<file path="src/rtl/fifo_io_pkg.sv">
// Shared constants and types for the narrow/wide FIFO I/O path (aggregator / disaggregator).
// Holds the default narrow word size, the fetch ratio, the frame-counter width and the state type.
// Other files in this path import it; it contains no logic of its own.
package fifo_io_pkg;

    localparam int DSIZE         = 11;
    localparam int FETCH_WIDTH   = 2;
    localparam int STORAGE_WIDTH = DSIZE * FETCH_WIDTH;
    localparam int FCNT_WIDTH    = 16;

    typedef logic [$clog2(FETCH_WIDTH)-1:0] beat_t;
    typedef logic [FCNT_WIDTH-1:0]          fcnt_t;

    // IDLE: nothing held; SEND: holding register is valid.
    typedef enum logic {
        ST_IDLE = 1'b0,
        ST_SEND = 1'b1
    } dstate_t;

endpackage

</file>
<file path="src/rtl/frame_counter.sv">
// Frame tracking for the disaggregator: counts completed wide words and flags the frame's final narrow word.
// Ports: frame_len_i (sampled at frame start), load_i (upstream pop), word_done_i (last-beat enqueue),
//        valid_i/last_beat_i (holding state), receiver_last_o (combinational), frame_done_o (registered pulse).
module frame_counter
    import fifo_io_pkg::*;
#(
    parameter int CNT_WIDTH = 16
) (
    input  logic                 clk,
    input  logic                 wrst_n,
    input  logic [CNT_WIDTH-1:0] frame_len_i,
    input  logic                 load_i,
    input  logic                 valid_i,
    input  logic                 last_beat_i,
    input  logic                 word_done_i,
    output logic                 receiver_last_o,
    output logic                 frame_done_o
);

    logic [CNT_WIDTH-1:0] wcnt_q, wcnt_d;
    logic [CNT_WIDTH-1:0] len_q, len_d;
    logic                 frame_done_q, frame_done_d;

    // len_q==0 means unframed: the subtraction wraps but the len_q!=0 term masks it.
    assign receiver_last_o = valid_i && (len_q != '0) && last_beat_i
                             && (wcnt_q == len_q - CNT_WIDTH'(1));
    assign frame_done_o    = frame_done_q;

    always_comb begin
        wcnt_d       = wcnt_q;
        len_d        = len_q;
        frame_done_d = 1'b0;
        if (word_done_i) begin
            wcnt_d       = receiver_last_o ? '0 : wcnt_q + CNT_WIDTH'(1);
            frame_done_d = receiver_last_o;
        end
        // Judge "frame start" on the post-update count so that a prefetch coinciding
        // with the previous frame's last word samples the new length, while a prefetch
        // of the second word (count still 0 before this edge) does not re-sample.
        if (load_i && (wcnt_d == '0)) begin
            len_d = frame_len_i;
        end
    end

    always_ff @(posedge clk) begin
        if (!wrst_n) begin
            wcnt_q       <= '0;
            len_q        <= '0;
            frame_done_q <= 1'b0;
        end else begin
            wcnt_q       <= wcnt_d;
            len_q        <= len_d;
            frame_done_q <= frame_done_d;
        end
    end

endmodule

</file>
<file path="src/rtl/disaggregator.sv">
// Splits each wide word popped from an upstream FWFT FIFO into FETCH_WIDTH narrow words, LSB slice first.
// Latency: first narrow enqueue one cycle after the pop; last-beat prefetch sustains one word per cycle.
// Backpressure: receiver_full_n low freezes beat, hold and receiver_data; no enqueue and no pop occur.
module disaggregator #(
    parameter int DATA_WIDTH  = fifo_io_pkg::DSIZE,
    parameter int FETCH_WIDTH = fifo_io_pkg::FETCH_WIDTH,
    parameter int CNT_WIDTH   = fifo_io_pkg::FCNT_WIDTH
) (
    input  logic                              clk,
    input  logic                              wrst_n,
    input  logic [FETCH_WIDTH*DATA_WIDTH-1:0] sender_data,
    input  logic                              sender_empty_n,
    output logic                              sender_deq,
    output logic [DATA_WIDTH-1:0]             receiver_data,
    input  logic                              receiver_full_n,
    output logic                              receiver_enq,
    input  logic [CNT_WIDTH-1:0]              frame_len,
    output logic                              receiver_last,
    output logic                              frame_done,
    output logic                              busy
);
    import fifo_io_pkg::*;

    localparam int            BW        = (FETCH_WIDTH > 1) ? $clog2(FETCH_WIDTH) : 1;
    localparam int            WW        = FETCH_WIDTH * DATA_WIDTH;
    localparam logic [BW-1:0] LAST_BEAT = BW'(FETCH_WIDTH - 1);

    dstate_t       state_q, state_d;
    logic [WW-1:0] hold_q, hold_d;
    logic [BW-1:0] beat_q, beat_d;
    logic          valid_q;
    logic          last_beat;
    logic          word_done;

    assign valid_q   = (state_q == ST_SEND);
    assign last_beat = (beat_q == LAST_BEAT);

    // Both handshakes are held off while reset is asserted so that no upstream word
    // is popped and no stale beat is pushed during the reset cycle itself.
    assign receiver_enq  = wrst_n && valid_q && receiver_full_n;
    assign word_done     = receiver_enq && last_beat;
    assign sender_deq    = wrst_n && sender_empty_n && (!valid_q || word_done);
    assign receiver_data = hold_q[int'(beat_q)*DATA_WIDTH +: DATA_WIDTH];
    assign busy          = valid_q;

    always_comb begin
        state_d = state_q;
        hold_d  = hold_q;
        beat_d  = beat_q;
        if (sender_deq) begin
            // Covers both the idle load and the last-beat prefetch.
            hold_d  = sender_data;
            beat_d  = '0;
            state_d = ST_SEND;
        end else if (receiver_enq) begin
            if (!last_beat) begin
                beat_d = beat_q + BW'(1);
            end else begin
                state_d = ST_IDLE;
            end
        end
    end

    always_ff @(posedge clk) begin
        if (!wrst_n) begin
            state_q <= ST_IDLE;
            hold_q  <= '0;
            beat_q  <= '0;
        end else begin
            state_q <= state_d;
            hold_q  <= hold_d;
            beat_q  <= beat_d;
        end
    end

    frame_counter #(
        .CNT_WIDTH (CNT_WIDTH)
    ) u_frame_counter (
        .clk             (clk),
        .wrst_n          (wrst_n),
        .frame_len_i     (frame_len),
        .load_i          (sender_deq),
        .valid_i         (valid_q),
        .last_beat_i     (last_beat),
        .word_done_i     (word_done),
        .receiver_last_o (receiver_last),
        .frame_done_o    (frame_done)
    );

endmodule

</file>
<file path="config.mk">
export PLATFORM = sky130hd
export DESIGN_NAME = disaggregator
export DESIGN_NICKNAME = d
export VERILOG_FILES = /design/src/rtl/fifo_io_pkg.sv /design/src/rtl/frame_counter.sv /design/src/rtl/disaggregator.sv
export SDC_FILE = /design/constraint.sdc
export NUM_CORES = 1
export LEC_CHECK = 0
export ABC_AREA = 1
export CAP_MARGIN = 20
export CORE_UTILIZATION = 45
export CTS_CLUSTER_DIAMETER = 150
export DETAILED_ROUTE_END_ITERATION = 10
export GPL_ROUTABILITY_DRIVEN = 0
export PLACE_DENSITY = 0.79
export SLEW_MARGIN = 20
export SYNTH_ARGS = -nofsm -noshare
export SYNTH_HDL_FRONTEND = slang
export SYNTH_SLANG_ARGS = --single-unit
</file>
<file path="constraint.sdc">
create_clock -name clk -period 8.15 [get_ports clk]
set_input_delay 2.445 -clock clk [delete_from_list [all_inputs] [get_ports clk]]
set_output_delay 2.445 -clock clk [all_outputs]
set_load 0.005 [all_outputs]
</file>
==> flow_summary_export.csv, run 1 <==
group,metric,value,unit
clock_tree,post-cts-setup-buffer-count,0,
route,vias,3479,
sta,finalWorstSetupSlack,1.20,ns
clock_tree,cts.reportedPaths.clkPinSlew,0.06,ns
sta,setup_viol,0,
sta,timing.fmax,144,MHz
power_and_ir_drop,leakagePower,2.04,nW
die,die_w,89.3,um
route,drc_errors,0,
sta,setup_tns,0,ns
global_route,grt_max_degree,41,
setup_path,critPathCapture,"sender_deq",
layout,fin_cells,695,
yosys,syn_avg_cell_area,6.39,sq um
layout,diodes,0,
die,chipHeight,89.3,um
route,antenna_left,0,
setup_path,path_max_fanout,14,
die,die_area,7970,sq um
place,placed_area,4070,sq um
die,core,7290,sq um
clock_tree,cts_buffers,9,
yosys,syn_area,3430,sq um
setup_path,critical_path_arrival,4.51,ns
global_route,grt_antenna_before_repair,0,
yosys,seq_area_frac_synth,33.3,%
sta,tightest_slew,0.705,ns
yosys,ys_seq_elements,57,
clock_tree,cts_htree_levels,3,
hold_path,hold_class,"reg2reg",
yosys,synth_top_area_share,33.3,%
yosys,syn_nets,582,
layout,nNetsFinal,636,
clock_tree,clock-root-buffer,"clkbuf_8",
place,dp_hpwl,6.25,mm
setup_path,critPathLaunch,"wrst_n",
setup_path,reg2reg_depth,12,
yosys,synthXorXnorAreaFrac,4.34,%
yosys,yosys_warnings,0,
power_and_ir_drop,irDropWorstVdd,0.000103,V
sta,slew_violations,0,
route,drt_iter0_markers,215,
layout,fin_area,4300,sq um
yosys,synth_compound_area_share,8.94,%
setup_path,crit_required,5.71,ns
layout,final_common_cell,"nand2_1",
sta,slew_headroom,52.9,%
layout,syn_to_final_growth,25.4,%
route,vias_per_cell,5.01,
global_route,grt_usage,23.8,%
sta,fin_crit_sh,85.3,%
yosys,synthArstFlopShare,0,%
flow_run,maxCapViolations,0,
layout,layout_common_cells,"nand2_1, nor2_1, inv_1",
clock_tree,cts_tree,"built",
route,drt_wl_total,8.33,mm
global_route,gr-total-overflow,0,
yosys,yosys.area.top_type,"dfxtp_1",
status,status,"complete, no violations",
global_route,grt_pass1_vias,3337,
yosys,muxShareOfSynthArea,0,%
clock_tree,ctsResizeCount,0,
die,rows,31,
setup_path,r2r_setup_slack,5.13,ns
die,pin_count,58,
clock_tree,cts_sinks,57,
setup_path,cp-start-kind,"primary input",
power_and_ir_drop,powerDensity,176,nW/um^2
place,dp_slack,1.19,ns
sta,fin_skew,0.00793,ns
yosys,synth_enable_flop_cells,0,
setup_path,worst_setup_path_end_kind,"primary output",
place,placed_cells,679,
setup_path,r2r_end,"u_frame_counter.len_q[0]",
clock_tree,holdBufCountCts,0,
yosys,synthAdderAreaFrac,1.09,%
yosys,synth_top_family_by_area,"simple AND/OR/NAND/NOR gates",
die,start_util,47.0,%
setup_path,worstReg2RegStart,"beat_q",
sta,hold_viol_final,0,
yosys,synthCells,537,
yosys,synthTopCellsByArea,"dfxtp_1, nand2_1, nor2_1",
clock_tree,cts.path.max_buffers,2,
yosys,yosys.area_share.simple,41.7,%
global_route,grt_pass1_wl,14.5,mm
route,wl_per_cell,12.0,um
setup_path,critPathKind,"in2out",
layout,drive_gt1_share,8.05,%
yosys,synth_cell_type_count,36,
yosys,synthFlopType,"dfxtp_1",
clock_tree,clk_latency,0.34,ns
place,portBuffers,57,
sta,min_period,6.95,ns
route,first_pass_iters,5,
sta,rsz0062_at_grt,"no",
## kinds of logic after synthesis
kind of cell	count (synthesis)
buf+inv	94
fa+ha+maj	3
compound gates	56
simple gates	310
flops	57
xor+xnor	17
## worst min-delay path by stage
stage | from | endpoint | cells past startpoint
final | hold_q[8] | hold_q[8] | 2
after global routing | hold_q[2] | hold_q[2] | 2
after CTS | hold_q[8] | hold_q[8] | 2
after detailed placement | hold_q[2] | hold_q[2] | 2
after global placement | hold_q[9] | hold_q[9] | 2
after floorplan | hold_q[0] | hold_q[0] | 2
## cell usage after synthesis, types with 2 or more instances
cell and n:
inv_1 71, dfxtp_1 57, o31ai_1 4, nor2_1 74, clkbuf_1 10, nand4_1 23, xor2_1 12, nor2_4 5
nand2_2 6, nor2_2 6, nand2_1 147, xnor2_1 5, o21ai_1 4, nor2_8 2, a21oi_1 17, o21ai_0 26
ha_1 3, nand3b_1 3, inv_2 4, nor4_1 3, nand3_1 29, nor3_1 7, clkinv_1 2, buf_2 4
buf_1 2
## flip-flops by register name, indices dropped and copies added, names as in the netlist
| name | cells |
|---|---|
| hold_q | 22 |
| u_frame_counter.len_q | 16 |
| u_frame_counter.wcnt_q | 16 |
| beat_q | 1 |
| busy | 1 |
| u_frame_counter.frame_done_o | 1 |
## power by group
group | internal [W] | switching [W] | leakage, nW | total [W]
logic | 0.0000661 | 0.0000817 | 1.46 | 0.000148
registers | 0.000293 | 0.0000128 | 0.466 | 0.000306
clock network | 0.000188 | 0.000116 | 0.115 | 0.000303
total | 0.000547 | 0.000210 | 2.04 | 0.000757
## cell type report
type                       instances  area [sq um]
sequential                        57          1140
timing repair buffer              60           593
tap                               99           124
clock inverter                     5          77.6
fill                             710          2990
inverter                          77           289
multi-input combinational        386          1920
clock buffer                      11           151
## per-layer routing
metal	share of wire (%)	vias up	GRT usage [%]
li1	-	1807	-
met1	43	1539	27.2
met2	48	113	41.3
met3	6.6	20	6.37
met4	2.4	0	11.4
met5	0	-	0
## worst max-delay path, cell delays in order
cell,delay (ns)
clkdlybuf4s50_1,0.50
nand2_2,0.11
nor2_8,0.23
inv_1,0.11
nand2_1,0.09
nand3_1,0.09
inv_1,0.35
clkdlybuf4s50_1,0.58
## metrics by stage
| stage | power (W) | util (%) | hold WS (ns) |
|---|---|---|---|
| 5_1_grt | 0.000795 | 59.0 | 0.479 |
| 3_3_place_gp | 0.000454 | 55.8 | 0.434 |
| 2_1_floorplan | 0.000408 | - | 0.425 |
| 4_1_cts | 0.000764 | 59.0 | 0.453 |
| 6_report | 0.000757 | 59.0 | 0.450 |
| 3_5_place_dp | 0.000459 | 55.8 | 0.443 |
(Power assumes the default switching activity.)
==> run 2: changes to the inputs <==
- CELL_PAD_IN_SITES_DETAIL_PLACEMENT: unset -> 1
- CELL_PAD_IN_SITES_GLOBAL_PLACEMENT: unset -> 2
- CORE_MARGIN: unset -> 5
- CORE_UTILIZATION: 45 -> 31
- PLACE_DENSITY: 0.79 -> 0.95
- RECOVER_POWER: unset -> 100
==> flow_summary_export.csv, run 2 (synthesis results as in run 1) <==
group,metric,value,unit
clock_tree,cts_buffers,9,
clock_tree,cts_htree_levels,3,
setup_path,r2r_setup_slack,4.20,ns
die,core,10800,sq um
sta,slew_violations,0,
sta,setup_viol,0,
setup_path,critical_path_arrival,4.98,ns
layout,syn_to_final_growth,24.7,%
power_and_ir_drop,irDropWorstVdd,0.0000728,V
global_route,grt_pass1_wl,17.5,mm
sta,setup_tns,0,ns
layout,nNetsFinal,636,
clock_tree,cts_sinks,57,
die,die_area,13300,sq um
sta,timing.fmax,135,MHz
sta,min_period,7.43,ns
die,chipHeight,115,um
global_route,grt_pass1_vias,3791,
status,status,"complete, no violations",
route,first_pass_iters,4,
route,vias,3472,
route,antenna_left,0,
clock_tree,cts_tree,"built",
global_route,gr-total-overflow,0,
layout,reg.largest.list,"hold_q x22, u_frame_counter.len_q x16, u_frame_counter.wcnt_q x16",
setup_path,critPathKind,"in2out",
hold_path,worstHoldStart,"hold_q[7]",
power_and_ir_drop,powerDensity,169,nW/um^2
layout,largest_register_ffs,22,
sta,fin_skew,0.00869,ns
die,rows,38,
sta,slew_headroom,31.4,%
place,dp_hpwl,8.06,mm
clock_tree,holdBufCountCts,0,
setup_path,worstReg2RegStart,"beat_q",
power_and_ir_drop,p_int,0.000512,W
sta,hold_viol_final,0,
power_and_ir_drop,p_clk_share,37.4,%
setup_path,worst_setup_path_end_kind,"primary output",
global_route,grt_antenna_before_repair,0,
layout,layout_common_cells,"nand2_1, nor2_1, inv_1",
setup_path,cp-start-kind,"primary input",
clock_tree,clock-root-buffer,"clkbuf_8",
die,start_util,31.6,%
layout,final_common_cell,"nand2_1",
layout,diodes,0,
flow_run,maxCapViolations,0,
clock_tree,post-cts-setup-buffer-count,0,
place,portBuffers,57,
global_route,grt_max_degree,41,
die,die_w,115,um
hold_path,hold_class,"reg2reg",
global_route,grt_usage,16.3,%
place,dp_slack,0.916,ns
power_and_ir_drop,leakagePower,2.04,nW
sta,rsz0062_at_grt,"no",
route,vias_per_cell,4.72,
sta,fin_crit_sh,91.2,%
route,drt_wl_total,10.0,mm
route,drt_iter0_markers,84,
power_and_ir_drop,p_seq_share,42.2,%
route,wl_per_cell,13.7,um
power_and_ir_drop,combPwrFrac,20.4,%
clock_tree,cts.path.max_buffers,2,
clock_tree,ctsResizeCount,0,
layout,regMostFlops,"hold_q",
power_and_ir_drop,p_sw,0.000212,W
die,pin_count,58,
sta,finalWorstSetupSlack,0.720,ns
setup_path,critPathLaunch,"wrst_n",
layout,drive_gt1_share,6.89,%
clock_tree,clk_latency,0.33,ns
setup_path,crit_required,5.71,ns
route,drc_errors,0,
power_and_ir_drop,finalPower,0.000725,W
clock_tree,cts.reportedPaths.clkPinSlew,0.07,ns
power_and_ir_drop,p_sw_share,29.3,%
sta,tightest_slew,1.03,ns
setup_path,path_max_fanout,40,
[run 2: worst paths after layout]
check	depth (start not counted)	endpoint
setup / recovery	6	sender_deq
hold / removal	2	hold_q[7]
setup reg to reg	13	u_frame_counter.len_q[8]
hold reg to reg	2	hold_q[7]
[run 2: layout make-up]
type                       instances  area [sq um]
clock buffer                      12           155
clock inverter                     3          40.0
fill                            1424          6560
inverter                          77           289
multi-input combinational        386          1890
sequential                        57          1140
tap                              140           175
timing repair buffer              60           591
[run 2: layer usage]
metal / vias to the layer above / track usage [%] / routed length (um) / share of wire (%)
met2: 66 / 29.2 / 4940 / 49
met5: - / 0 / 0 / 0
met1: 1596 / 19.5 / 4500 / 45
li1: 1795 / - / - / -
met4: 0 / 5.32 / 222 / 2.2
met3: 15 / 3.42 / 376 / 3.7
[run 2: power by group through the flow]
stage | Sequential (W) | Combinational [W] | Clock [W]
after floorplan | 0.000308 | 0.000100 | 0
after global placement | 0.000312 | 0.000147 | 0
after detailed placement | 0.000313 | 0.000152 | 0
after CTS | 0.000306 | 0.000153 | 0.000276
after global routing | 0.000308 | 0.000170 | 0.000289
final | 0.000306 | 0.000148 | 0.000271
[run 2: worst max-delay path, cell delays in order]
cell	delay, ns
dlygate4sd3_1	0.56
clkbuf_2	0.58
nand3_1	0.14
buf_4	0.27
inv_1	0.35
dlygate4sd3_1	0.63
[run 2: through the flow]
step / instance area, sq um / std cells / hold slack, ns / util [%]
after global routing: 4280 / 735 / 0.486 / 39.5
after CTS: 4320 / 735 / 0.454 / 39.8
after floorplan: 3430 / 537 / 0.425 / -
after global placement: 4120 / 720 / 0.435 / 38.0
final: 4280 / 735 / 0.453 / 39.5
after detailed placement: 4120 / 720 / 0.443 / 38.0
